**src/rtl/truth_table_sweeper_if.sv**
```systemverilog
// Bundle of the sweeper's control, DUT-facing and log signals.
// master: the side that drives start/abort/exp_table and returns the DUT response.
// slave : the sweeper itself.
interface truth_table_sweeper_if #(
  parameter int N_IN = 3
) ();
  logic                   start;
  logic                   abort;
  logic [(2**N_IN)-1:0]   exp_table;
  logic [N_IN-1:0]        dut_in;
  logic                   dut_out;
  logic                   busy;
  logic                   done;
  logic                   pass;
  logic [N_IN:0]          err_count;
  logic                   fail_valid;
  logic [N_IN-1:0]        fail_vec;
  logic                   log_valid;
  logic [N_IN-1:0]        log_vec;
  logic                   log_z;

  modport master (
    output start, abort, exp_table, dut_out,
    input  dut_in, busy, done, pass, err_count, fail_valid, fail_vec,
           log_valid, log_vec, log_z
  );

  modport slave (
    input  start, abort, exp_table, dut_out,
    output dut_in, busy, done, pass, err_count, fail_valid, fail_vec,
           log_valid, log_vec, log_z
  );
endinterface

```
**src/rtl/truth_table_sweeper.sv**
```systemverilog
// Exhaustive truth-table sweeper: drives every input vector of a small
// combinational DUT in ascending order, holds it SETTLE+1 cycles, samples the
// response on the last cycle, compares against a latched expected table and
// emits one log record per row plus a pass/fail summary.
module truth_table_sweeper #(
  parameter int N_IN   = 3,
  parameter int SETTLE = 1
) (
  input logic                 clk,
  input logic                 reset,
  truth_table_sweeper_if.slave bus
);

  localparam int              ROWS       = 2**N_IN;
  localparam logic [N_IN-1:0] LAST_VEC   = N_IN'(ROWS - 1);
  localparam logic [3:0]      SETTLE_CNT = 4'(SETTLE);

  typedef enum logic [1:0] {
    ST_IDLE  = 2'd0,
    ST_SWEEP = 2'd1,
    ST_DONE  = 2'd2
  } state_t;

  state_t             state, state_nx;
  logic [N_IN-1:0]    vec, vec_nx;
  logic [3:0]         cnt, cnt_nx;
  logic [ROWS-1:0]    tbl_q, tbl_nx;
  logic [N_IN-1:0]    dut_in_q, dut_in_nx;
  logic               busy_q, busy_nx;
  logic               done_q, done_nx;
  logic               pass_q, pass_nx;
  logic [N_IN:0]      err_q, err_nx;
  logic               fv_q, fv_nx;
  logic [N_IN-1:0]    fvec_q, fvec_nx;
  logic               lv_q, lv_nx;
  logic [N_IN-1:0]    lvec_q, lvec_nx;
  logic               lz_q, lz_nx;
  logic               mismatch;

  // Next-state and next-output computation; every register holds by default,
  // the two pulse outputs (done, log_valid) drop by default.
  always_comb begin
    state_nx  = state;
    vec_nx    = vec;
    cnt_nx    = cnt;
    tbl_nx    = tbl_q;
    dut_in_nx = dut_in_q;
    busy_nx   = busy_q;
    done_nx   = 1'b0;
    pass_nx   = pass_q;
    err_nx    = err_q;
    fv_nx     = fv_q;
    fvec_nx   = fvec_q;
    lv_nx     = 1'b0;
    lvec_nx   = lvec_q;
    lz_nx     = lz_q;
    mismatch  = (bus.dut_out != tbl_q[vec]);

    case (state)
      ST_IDLE: begin
        if (bus.start) begin
          // Start beats a simultaneous abort: abort is not looked at here.
          tbl_nx    = bus.exp_table;
          err_nx    = {(N_IN+1){1'b0}};
          fv_nx     = 1'b0;
          fvec_nx   = {N_IN{1'b0}};
          pass_nx   = 1'b0;
          vec_nx    = {N_IN{1'b0}};
          cnt_nx    = SETTLE_CNT;
          dut_in_nx = {N_IN{1'b0}};
          busy_nx   = 1'b1;
          state_nx  = ST_SWEEP;
        end else begin
          dut_in_nx = {N_IN{1'b0}};
          busy_nx   = 1'b0;
        end
      end

      ST_SWEEP: begin
        if (bus.abort) begin
          // Abort wins even on the final sample edge: no log, no done.
          state_nx  = ST_IDLE;
          dut_in_nx = {N_IN{1'b0}};
          busy_nx   = 1'b0;
          pass_nx   = 1'b0;
        end else if (cnt != 4'd0) begin
          cnt_nx = cnt - 4'd1;
        end else begin
          lv_nx   = 1'b1;
          lvec_nx = vec;
          lz_nx   = bus.dut_out;
          if (mismatch) begin
            err_nx = err_q + {{N_IN{1'b0}}, 1'b1};
            if (!fv_q) begin
              fvec_nx = vec;
              fv_nx   = 1'b1;
            end else begin
              fvec_nx = fvec_q;
            end
          end else begin
            err_nx = err_q;
          end
          if (vec == LAST_VEC) begin
            // Final vector is terminal; the counter never wraps.
            state_nx  = ST_DONE;
            dut_in_nx = {N_IN{1'b0}};
            busy_nx   = 1'b0;
            done_nx   = 1'b1;
            pass_nx   = (err_nx == {(N_IN+1){1'b0}});
          end else begin
            vec_nx    = vec + {{(N_IN-1){1'b0}}, 1'b1};
            dut_in_nx = vec + {{(N_IN-1){1'b0}}, 1'b1};
            cnt_nx    = SETTLE_CNT;
          end
        end
      end

      ST_DONE: begin
        // Single completion cycle; start is deliberately not sampled here.
        state_nx  = ST_IDLE;
        dut_in_nx = {N_IN{1'b0}};
        busy_nx   = 1'b0;
      end

      default: begin
        state_nx  = ST_IDLE;
        dut_in_nx = {N_IN{1'b0}};
        busy_nx   = 1'b0;
      end
    endcase
  end

  // State and output registers; asynchronous reset abandons any sweep silently.
  always_ff @(posedge clk or posedge reset) begin
    if (reset) begin
      state    <= ST_IDLE;
      vec      <= {N_IN{1'b0}};
      cnt      <= 4'd0;
      tbl_q    <= {ROWS{1'b0}};
      dut_in_q <= {N_IN{1'b0}};
      busy_q   <= 1'b0;
      done_q   <= 1'b0;
      pass_q   <= 1'b0;
      err_q    <= {(N_IN+1){1'b0}};
      fv_q     <= 1'b0;
      fvec_q   <= {N_IN{1'b0}};
      lv_q     <= 1'b0;
      lvec_q   <= {N_IN{1'b0}};
      lz_q     <= 1'b0;
    end else begin
      state    <= state_nx;
      vec      <= vec_nx;
      cnt      <= cnt_nx;
      tbl_q    <= tbl_nx;
      dut_in_q <= dut_in_nx;
      busy_q   <= busy_nx;
      done_q   <= done_nx;
      pass_q   <= pass_nx;
      err_q    <= err_nx;
      fv_q     <= fv_nx;
      fvec_q   <= fvec_nx;
      lv_q     <= lv_nx;
      lvec_q   <= lvec_nx;
      lz_q     <= lz_nx;
    end
  end

  assign bus.dut_in     = dut_in_q;
  assign bus.busy       = busy_q;
  assign bus.done       = done_q;
  assign bus.pass       = pass_q;
  assign bus.err_count  = err_q;
  assign bus.fail_valid = fv_q;
  assign bus.fail_vec   = fvec_q;
  assign bus.log_valid  = lv_q;
  assign bus.log_vec    = lvec_q;
  assign bus.log_z      = lz_q;

endmodule

```
**src/flat_wrapper.sv**
```systemverilog
// flat-port wrapper written by rule: the top's interface ports become plain ports
module truth_table_sweeper_flat 
#(
  parameter int N_IN   = 3,
  parameter int SETTLE = 1
)
  (clk, reset, bus_start, bus_abort, bus_exp_table, bus_dut_out, bus_dut_in, bus_busy, bus_done, bus_pass, bus_err_count, bus_fail_valid, bus_fail_vec, bus_log_valid, bus_log_vec, bus_log_z);
  truth_table_sweeper_if #(.N_IN(N_IN)) bus_i ();
  input logic clk;
  input logic reset;
  input wire logic [$bits(bus_i.start)-1:0] bus_start;
  input wire logic [$bits(bus_i.abort)-1:0] bus_abort;
  input wire logic [$bits(bus_i.exp_table)-1:0] bus_exp_table;
  input wire logic [$bits(bus_i.dut_out)-1:0] bus_dut_out;
  output wire logic [$bits(bus_i.dut_in)-1:0] bus_dut_in;
  output wire logic [$bits(bus_i.busy)-1:0] bus_busy;
  output wire logic [$bits(bus_i.done)-1:0] bus_done;
  output wire logic [$bits(bus_i.pass)-1:0] bus_pass;
  output wire logic [$bits(bus_i.err_count)-1:0] bus_err_count;
  output wire logic [$bits(bus_i.fail_valid)-1:0] bus_fail_valid;
  output wire logic [$bits(bus_i.fail_vec)-1:0] bus_fail_vec;
  output wire logic [$bits(bus_i.log_valid)-1:0] bus_log_valid;
  output wire logic [$bits(bus_i.log_vec)-1:0] bus_log_vec;
  output wire logic [$bits(bus_i.log_z)-1:0] bus_log_z;
  assign bus_i.start = bus_start;
  assign bus_i.abort = bus_abort;
  assign bus_i.exp_table = bus_exp_table;
  assign bus_i.dut_out = bus_dut_out;
  assign bus_dut_in = bus_i.dut_in;
  assign bus_busy = bus_i.busy;
  assign bus_done = bus_i.done;
  assign bus_pass = bus_i.pass;
  assign bus_err_count = bus_i.err_count;
  assign bus_fail_valid = bus_i.fail_valid;
  assign bus_fail_vec = bus_i.fail_vec;
  assign bus_log_valid = bus_i.log_valid;
  assign bus_log_vec = bus_i.log_vec;
  assign bus_log_z = bus_i.log_z;
  truth_table_sweeper #(.N_IN(N_IN), .SETTLE(SETTLE)) u_core (.clk(clk), .reset(reset), .bus(bus_i));
endmodule
```
**config.mk**
```make
export PLATFORM = sky130hd
export DESIGN_NAME = truth_table_sweeper_flat
export DESIGN_NICKNAME = d
export VERILOG_FILES = /design/src/rtl/truth_table_sweeper_if.sv /design/src/rtl/truth_table_sweeper.sv /design/src/flat_wrapper.sv
export SDC_FILE = /design/constraint.sdc
export NUM_CORES = 1
export LEC_CHECK = 0
export ABC_CLOCK_PERIOD_IN_PS = 2350
export CORE_MARGIN = 2
export CORE_UTILIZATION = 40
export DETAILED_ROUTE_END_ITERATION = 16
export PLACE_DENSITY = 0.77
export RECOVER_POWER = 100
export REMOVE_ABC_BUFFERS = 1
export SYNTH_ARGS = -nofsm -noshare
export SYNTH_HDL_FRONTEND = slang
export SYNTH_SLANG_ARGS = --single-unit
```
**constraint.sdc**
```tcl
create_clock -name clk -period 2.35 [get_ports clk]
set_clock_uncertainty 0.2 [all_clocks]
set_input_delay 0.235 -clock clk [delete_from_list [all_inputs] [get_ports clk]]
set_output_delay 0.235 -clock clk [all_outputs]
set_load 0.005 [all_outputs]
```
---- Word level (Yosys, flattened, before mapping) ----
Cells that the tools add are included.
word-level totals
  register bits after elaboration ......... 36
  memory bits (writable) .................. 0
  memories ................................ 0
  logic and storage cells ................. 101
  bits in read-only memories .............. 0
  bits in latches ......................... 0
operators by class
  divide/modulo/power cells ............... 0
  multipliers ............................. 0
  reduce and logical (&&, ||, !) cells .... 14
  bitwise operators ....................... 2
  order comparisons ....................... 1
  muxes and demuxes ....................... 55
  shift operators ......................... 0
  add/sub/neg operators ................... 3
  equal/unequal tests ..................... 12
operators by type and width
  kind                                                    count
  2-to-1 mux 4 bit                                        11
  2-to-1 mux 3 bit                                        12
  2-to-1 mux 1 bit                                        19
  case mux 4 bit (2 select lines)                         2
  case mux 3 bit (2 select lines)                         2
  AND reduction 4 bit                                     3
  inequality test 2 bit (second input constant)           5
  AND reduction 5 bit                                     2
  2-to-1 mux 2 bit                                        4
  inequality test 3 x 2 -> 1 bit (second input constant)  2
  case mux 1 bit (2 select lines)                         3
  AND reduction 3 bit                                     2
  AND reduction 6 bit                                     1
  adder 4 x 1 -> 4 bit (second input constant)            1
  zero test 4 bit                                         1
  < comparator 3 x 4 -> 1 bit (second input constant)     1
  case mux 2 bit (2 select lines)                         1
  AND reduction 2 bit                                     2
  nonzero test 4 bit                                      1
  subtractor 4 x 1 -> 4 bit (second input constant)       1
  adder 3 x 1 -> 3 bit (second input constant)            1
  binary-select mux 1 bit (select 3 bit)                  1
  == test 3 bit (second input constant)                   1
  inequality test 3 bit (second input constant)           1
  other kinds (6)                                         7

---- Longest topological paths before layout ----
Gate-level depths: netlist of the first run.
  depth in word-level cells ............... 12
  depth in mapped cells ................... 9

---- Worst setup path after synthesis of the first run ----
Ideal clock, no wire load.
  path type ............................... register to register
  from .................................... reg u_core.vec[0]
  to ...................................... reg u_core.err_q[0] (netlist: u_core.bus.err_count[0])
  library setup time ...................... 0.125 ns
  setup slack ............................. 0.070 ns
  cell stages (with the launch flop) ...... 8
  data arrival time ....................... 1.955 ns
  cell sequence ........................... dfrtp_1 -> buf_6 -> mux4_2 -> mux2i_1 -> xnor2_1 -> clkbuf_1 -> o21ai_0 -> mux2_2
on the way
  longest elaborated chain between the ends .. 10
ends and longest elaborated chain
  element                                 line                        source
  start: declaration                      truth_table_sweeper.sv:25   logic [N_IN-1:0] vec, vec_nx;
  start signal: assignment                truth_table_sweeper.sv:137  vec <= {N_IN{1'b0}};
  start signal: assignment                truth_table_sweeper.sv:152  vec <= vec_nx;
  binary-select mux 1 bit (select 3 bit)  truth_table_sweeper.sv:57   mismatch = (bus.dut_out != tbl_q[vec]);
  2-to-1 mux 1 bit (not written as such)  truth_table_sweeper.sv:57
  inequality test 1 bit                   truth_table_sweeper.sv:57
  2-to-1 mux 4 bit                        truth_table_sweeper.sv:92   if (mismatch) begin
  2-to-1 mux 4 bit                        truth_table_sweeper.sv:86   end else if (cnt != 4'd0) begin
  2-to-1 mux 4 bit                        truth_table_sweeper.sv:80   if (bus.abort) begin
  2-to-1 mux 4 bit                        truth_table_sweeper.sv:59   case (state)
  2-to-1 mux 4 bit                        truth_table_sweeper.sv:86
  2-to-1 mux 4 bit                        truth_table_sweeper.sv:80
  case mux 4 bit (2 select lines)         truth_table_sweeper.sv:59
  end signal: assignment                  truth_table_sweeper.sv:144  err_q <= {(N_IN+1){1'b0}};
  end signal: assignment                  truth_table_sweeper.sv:159  err_q <= err_nx;
  end: declaration                        truth_table_sweeper.sv:32   logic [N_IN:0] err_q, err_nx;
Every way passes these cells. The select of a mux whose other input is x is not followed.
A chain may end at the register's enable or synchronous reset.

---- Worst setup path in the final report of the first run ----
  from .................................... reg u_core.vec[0]
  to ...................................... reg u_core.fvec_q[2] (netlist: u_core.bus.fail_vec[2])
on the way
  longest elaborated chain between the ends .. 5
ends and longest elaborated chain
  element                                          line                        source
  binary-select mux 1 bit (select 3 bit)           truth_table_sweeper.sv:57
  2-to-1 mux 1 bit (not written as such)           truth_table_sweeper.sv:57
  inequality test 1 bit                            truth_table_sweeper.sv:57
  inequality test 2 x 1 -> 1 bit (no source line)  -
  AND reduction 6 bit (no source line)             -
  end signal: assignment                           truth_table_sweeper.sv:146  fvec_q <= {N_IN{1'b0}};
  end signal: assignment                           truth_table_sweeper.sv:161  fvec_q <= fvec_nx;
  end: declaration                                 truth_table_sweeper.sv:34   logic [N_IN-1:0] fvec_q, fvec_nx;
Every way passes these cells. The select of a mux whose other input is x is not followed.

==> flow_metrics.env, run 1 <==
export IMPL_grt_max_degree=37
export IMPL_post_cts_setup_buffers=0
export IMPL_cp_num_buf_inv=1
export IMPL_initial_utilization_pct=42.3
export IMPL_worst_pin_slew_ns=0.853
export IMPL_internal_power_uw=1290
export IMPL_final_util_pct=55.1
export IMPL_required_ns=2.32
export IMPL_avgSynthCellArea_um2=11.0
export IMPL_die_area_um2=4830
export IMPL_synthCells=156
export IMPL_crit_type="reg -> reg"
export IMPL_seq_area_frac_synth_pct=52.5
export IMPL_clockRootBuffer="clkbuf_8"
export IMPL_cts_inserted_buffers=5
export IMPL_clkLatencyLatePin_ns=0.28
export IMPL_cts_sinks=36
export IMPL_dp_hpwl_um=2680
export IMPL_antenna_left=0
export IMPL_clkTransAtPathRegs_ns=0.07
export IMPL_yosysWarnings=0
export IMPL_wl_met1_um=1690
export IMPL_critical_path_cell_chain="mux4_2 -> mux2i_1 -> xnor2_1 -> buf_4 -> nand3b_1 -> mux2i_1"
export IMPL_synthTopCellsByCount="36 x dfrtp_1, 22 x nand2_1, 10 x nor2_1"
export IMPL_finalHoldViolations=0
export IMPL_grt_ovfl_total=0
export IMPL_cp_start_kind="flip-flop"
export IMPL_synth_edf_count=0
export IMPL_hold_class="reg -> reg"
export IMPL_wl_met3_um=173
export IMPL_grt_use_total_pct=16.2
export IMPL_fin_crit_ns=2.19
export IMPL_drcViolationCount=0
export IMPL_fmax_mhz=456
export IMPL_clockBufferDepth=2
export IMPL_syn_area_um2=1720
export IMPL_worstSetupEndpointType="flip-flop"
export IMPL_status="complete, no violations"
export IMPL_pin_count=32
export IMPL_wl_um=3550
export IMPL_crit_path_top_delay_cell="mux4_2"
export IMPL_first_pass_iters=4
export IMPL_drt_iter0_drc=82
export IMPL_synth_cell_types=36
export IMPL_p_switching_uw=587
export IMPL_gp_congestion=0.883
export IMPL_swShare_pct=31.2
export IMPL_crit_top_cell="mux2i_1"
export IMPL_instances_no_fill=252
export IMPL_vias=1321
export IMPL_wl_per_cell_um=14.1
export IMPL_p_comb_share_pct=32.1
export IMPL_grt_pass1_wl_um=6250
export IMPL_htreeDepth=2
export IMPL_maxUsedRoutingLayer="met4"
export IMPL_cts_tree="yes"
export IMPL_finalSetupViolCount=0
export IMPL_slew_headroom_pct=43.1
export IMPL_pwr_share_clk_pct=23.8
export IMPL_critPathTopFamily="multiplexers"
export IMPL_nNetsFinal=219
export IMPL_ir_drop_v=0.000422
export IMPL_leakage_uw=0.00107
export IMPL_worst_path_max_fanout=9
export IMPL_worstPathArrival_ns=2.16
export IMPL_grt_pass1_vias=1340
export IMPL_dr_wl_met2_um=1630
export IMPL_final_max_slew_viol_count=0
export IMPL_core_um2=4060
export IMPL_p_per_area_nw_per_um2=841
export IMPL_setup_tns_ns=0
export IMPL_dp_cells=244
export IMPL_synth_top_area_share_pct=52.5
export IMPL_synthTopCellsByArea="dfrtp_1 53%, mux2_2 5.9%, nand2_1 4.8%, ha_1 3.6%, mux4_2 2.6%"
export IMPL_period_share_pct=93.4
export IMPL_n_antenna_cell=0
export IMPL_yosysTopAreaCell="dfrtp_1"
export IMPL_drive_gt1_share_pct=14.9
export IMPL_port_buffers=31
export IMPL_synth_ff_type="dfrtp_1"
export IMPL_synth_seq_cells=36
export IMPL_async_flop_share_pct=100
export IMPL_cap_violations=0
export IMPL_area_growth_pct=30.3
export IMPL_seqPwrFrac_pct=44.1
export IMPL_antenna_found_initial=0
export IMPL_dieHeight_um=69.5
export IMPL_avgViaCountPerCell=5.24
export IMPL_rows=23
export IMPL_rsz0062_at_grt="no"
export IMPL_fp_dieW_um=69.5
export IMPL_slowest_delay_ns=0.50
export IMPL_yosysMostFrequentCell="dfrtp_1"
==> cell families after synthesis <==
group | count (synthesis) | share of synthesized area (%)
buf+inv | 13 | 3.28
xor+xnor | 4 | 2.04
mux | 15 | 10.9
compound gates | 27 | 10.9
fa+ha+maj | 5 | 3.65
flops | 36 | 52.5
simple gates | 56 | 16.7
==> repair_timing <==
action	CTS	global route
hold buffers	0	0
gates resized for setup	0	2
endpoints found under the setup margin	0	2
==> flip-flops by register name, indices dropped and copies added, names as in the netlist <==
| name | flops |
|---|---|
| u_core.tbl_q | 8 |
| u_core.bus.err_count | 4 |
| u_core.cnt | 4 |
| u_core.bus.dut_in | 3 |
| u_core.bus.fail_vec | 3 |
| u_core.bus.log_vec | 3 |
| u_core.vec | 3 |
| u_core.state | 2 |
| u_core.bus.busy | 1 |
| u_core.bus.done | 1 |
| u_core.bus.fail_valid | 1 |
| u_core.bus.log_valid | 1 |
| u_core.bus.log_z | 1 |
| u_core.bus.pass | 1 |
==> cell usage in the layout (no fill, tap or decap), drive strengths merged, types with 3 or more instances in the layout <==
| cell | n |
|---|---|
| dfrtp | 36 |
| a32o | 3 |
| buf | 8 |
| dlygate4sd3 | 20 |
| a31oi | 3 |
| xnor2 | 4 |
| a21oi | 5 |
| nand2b | 4 |
| nor2 | 10 |
| clkdlybuf4s50 | 11 |
| a211o | 3 |
| ha | 5 |
| inv | 7 |
| nand2 | 22 |
| clkbuf | 13 |
| mux2 | 9 |
| nor3b | 3 |
| nor2b | 3 |
| o21ai | 5 |
| mux2i | 4 |
==> final cells by class <==
type	instances	area, um2
timing repair buffer	44	392
sequential	36	901
tap	50	62.6
multi-input combinational	107	763
clock buffer	8	90.1
inverter	7	26.3
fill	359	1820
==> tightest hold or removal path: cells and delay by family, from the launching register on <==
| family | cells | cell delay, ns |
|---|---|---|
| DFF | 1 | 0.35 |
| and+or+nand+nor | 2 | 0.10 |
==> through the flow <==
step / total power (uW) / hold WS, ns / cell area, um2 / setup WS [ns]
2_1_floorplan: 1180 / 0.140 / 1690 / 0.0463
3_3_place_gp: 1450 / 0.272 / 2160 / 0.179
3_5_place_dp: 1470 / 0.261 / 2160 / 0.154
4_1_cts: 1920 / 0.158 / 2250 / 0.126
5_1_grt: 2020 / 0.329 / 2230 / 0.0301
6_report: 1880 / 0.281 / 2230 / 0.155
==> per-layer routing <==
| metal | GRT usage [%] | vias up |
|---|---|---|
| met5 | 0 | - |
| met4 | 4.58 | 0 |
| met3 | 5.23 | 8 |
| met2 | 25.6 | 31 |
| met1 | 21.4 | 642 |
| li1 | - | 640 |
==> power by group through the flow <==
stage / Sequential [uW] / Clock [uW] / Combinational (uW)
floorplan: 828 / 0 / 351
global placement: 835 / 0 / 611
detailed placement: 837 / 0 / 629
CTS: 828 / 463 / 632
global route: 851 / 497 / 673
finish: 828 / 448 / 603
==> worst paths after layout <==
kind | from | endpoint | slack, ns | cells after the start
min in group asynchronous | reset | u_core.bus.log_vec[2] | 0.44 | 3
worst min-delay path | u_core.bus.log_vec[2] | u_core.bus.log_vec[2] | 0.28 | 2
worst max-delay path | u_core.vec[0] | u_core.bus.fail_vec[2] | 0.16 | 6
worst min register to register | u_core.bus.log_vec[2] | u_core.bus.log_vec[2] | 0.28 | 2
worst max register to register | u_core.vec[0] | u_core.bus.fail_vec[2] | 0.16 | 6
max in group asynchronous | reset | u_core.bus.busy | 0.98 | 3
(Power assumes the default switching activity.)
==> run 2, diff against run 1 <==
--- a/config.mk
+++ b/config.mk
@@ -6,6 +6,7 @@
 export NUM_CORES = 1
 export LEC_CHECK = 0
 export ABC_CLOCK_PERIOD_IN_PS = 2350
+export CORE_ASPECT_RATIO = 1.25
 export CORE_MARGIN = 2
 export CORE_UTILIZATION = 40
 export DETAILED_ROUTE_END_ITERATION = 16
==> flow_metrics.env, run 2 (synthesis gave the netlist of run 1 again) <==
export IMPL_first_pass_iters=4
export IMPL_cap_violations=0
export IMPL_status="complete, no violations"
export IMPL_ir_drop_v=0.000613
export IMPL_largest_register_ffs=8
export IMPL_leakage_uw=0.00107
export IMPL_antenna_left=0
export IMPL_rows=26
export IMPL_dieHeight_um=77.2
export IMPL_hold_end="u_core.bus.log_vec[2]"
export IMPL_worst_pin_slew_ns=0.875
export IMPL_holdPathStages=2
export IMPL_nNetsFinal=218
export IMPL_cts_resized=0
export IMPL_finalSetupViolCount=0
export IMPL_wl_um=3550
export IMPL_cts_inserted_buffers=5
export IMPL_r2r_start="u_core.vec[0]"
export IMPL_avgViaCountPerCell=5.13
export IMPL_initial_utilization_pct=41.8
export IMPL_cts_hold_fix_buffers=0
export IMPL_drcViolationCount=0
export IMPL_area_growth_pct=30.3
export IMPL_fmax_mhz=455
export IMPL_power_total_uw=1870
export IMPL_hold_start="u_core.bus.log_vec[2]"
export IMPL_cts_sinks=36
export IMPL_worstPathArrival_ns=2.17
export IMPL_cp_start_kind="flip-flop"
export IMPL_port_buffers=31
export IMPL_slew_headroom_pct=41.7
export IMPL_grt_pass1_wl_um=6150
export IMPL_grt_pass1_vias=1334
export IMPL_required_ns=2.32
export IMPL_grt_ovfl_total=0
export IMPL_cts_tree="yes"
export IMPL_regMostFlops="u_core.tbl_q"
export IMPL_core_um2=4100
export IMPL_setup_tns_ns=0
export IMPL_timing_reg2reg_setup_slack_ns=0.15
export IMPL_n_antenna_cell=0
export IMPL_grt_max_degree=37
export IMPL_gp_congestion=0.846
export IMPL_clkLatencyLatePin_ns=0.29
export IMPL_hold_class="reg -> reg"
export IMPL_final_max_slew_viol_count=0
export IMPL_finalHoldViolations=0
export IMPL_grt_use_total_pct=16.5
export IMPL_ff2ff_path_depth=6
export IMPL_layout_commonest_cell="dfrtp_1"
export IMPL_drt_iter0_drc=20
export IMPL_vias=1318
export IMPL_rsz0062_at_grt="no"
export IMPL_antenna_found_initial=0
export IMPL_layout_common_cells="36 x dfrtp_1, 22 x nand2_1, 20 x dlygate4sd3_1"
export IMPL_crit_type="reg -> reg"
export IMPL_drive_gt1_share_pct=14.4
export IMPL_pin_count=32
export IMPL_fin_crit_ns=2.20
export IMPL_r2r_end="u_core.bus.fail_vec[2]"
export IMPL_wl_per_cell_um=13.8
export IMPL_p_per_area_nw_per_um2=838
export IMPL_worstSetupEndpointType="flip-flop"
export IMPL_worst_path_max_fanout=9
export IMPL_dp_hpwl_um=2540
export IMPL_period_share_pct=93.5
export IMPL_clkTransAtPathRegs_ns=0.07
export IMPL_die_area_um2=4830
export IMPL_clockBufferDepth=2
export IMPL_fp_dieW_um=62.6
export IMPL_htreeDepth=2
export IMPL_clockRootBuffer="clkbuf_8"
export IMPL_post_cts_setup_buffers=0
==> run 2: cell types whose count changed in the layout (fill, tap and decap cells not counted) <==
cell      change
clkbuf_1      -1
nor3b_1       +1
clkbuf_2      -1
buf_4         +1
nor3b_2       -1
==> run 2: worst max-delay path by stage <==
stage | cells after the start | slack, ns | end | startpoint
after global placement | 6 | 0.18 | u_core.bus.fail_vec[1] | u_core.vec[1]
final | 6 | 0.15 | u_core.bus.fail_vec[2] | u_core.vec[0]
after floorplan | 5 | 0.05 | u_core.bus.pass | u_core.vec[0]
after detailed placement | 6 | 0.15 | u_core.bus.fail_vec[2] | u_core.vec[0]
after global routing | 6 | 0.01 | u_core.bus.fail_vec[2] | u_core.vec[0]
after CTS | 6 | 0.12 | u_core.bus.fail_vec[2] | u_core.vec[0]
==> run 2: per-stage QoR <==
stage | instance area (um2) | std cells | setup WS (ns) | utilization [%] | hold WS, ns
floorplan | 1690 | 150 | 0.0463 | - | 0.140
global placement | 2160 | 249 | 0.182 | 52.6 | 0.277
detailed placement | 2160 | 249 | 0.154 | 52.6 | 0.267
CTS | 2250 | 257 | 0.120 | 54.8 | 0.162
global route | 2240 | 257 | 0.0141 | 54.5 | 0.308
finish | 2240 | 257 | 0.152 | 54.5 | 0.275
==> run 2: final cells by class <==
cell class	instances	area, um2
multi-input combinational	107	758
clock buffer	8	90.1
timing repair buffer	43	390
fill	401	1860
tap	56	70.1
inverter	7	26.3
sequential	36	901
==> run 2: metal layers <==
layer	GRT usage (%)	routed length, um	up-vias
met2	27.6	1850	22
met4	8.67	83	0
met3	3.52	114	7
met5	0	0	-
li1	-	-	643
met1	19.8	1500	646
==> run 2: critical path, stage by stage, from the launching register on <==
cell and delay [ns]:
dfrtp_1 0.39, mux4_2 0.52, mux2i_1 0.18, xnor2_1 0.22, buf_4 0.22, nand3b_1 0.18, mux2i_1 0.17
==> run 2: power by group <==
group | switching, uW | leakage, uW | total (uW) | internal, uW
clock network | 218 | 0.0000455 | 458 | 239
registers | 86.1 | 0.000472 | 822 | 736
logic | 280 | 0.000551 | 595 | 314
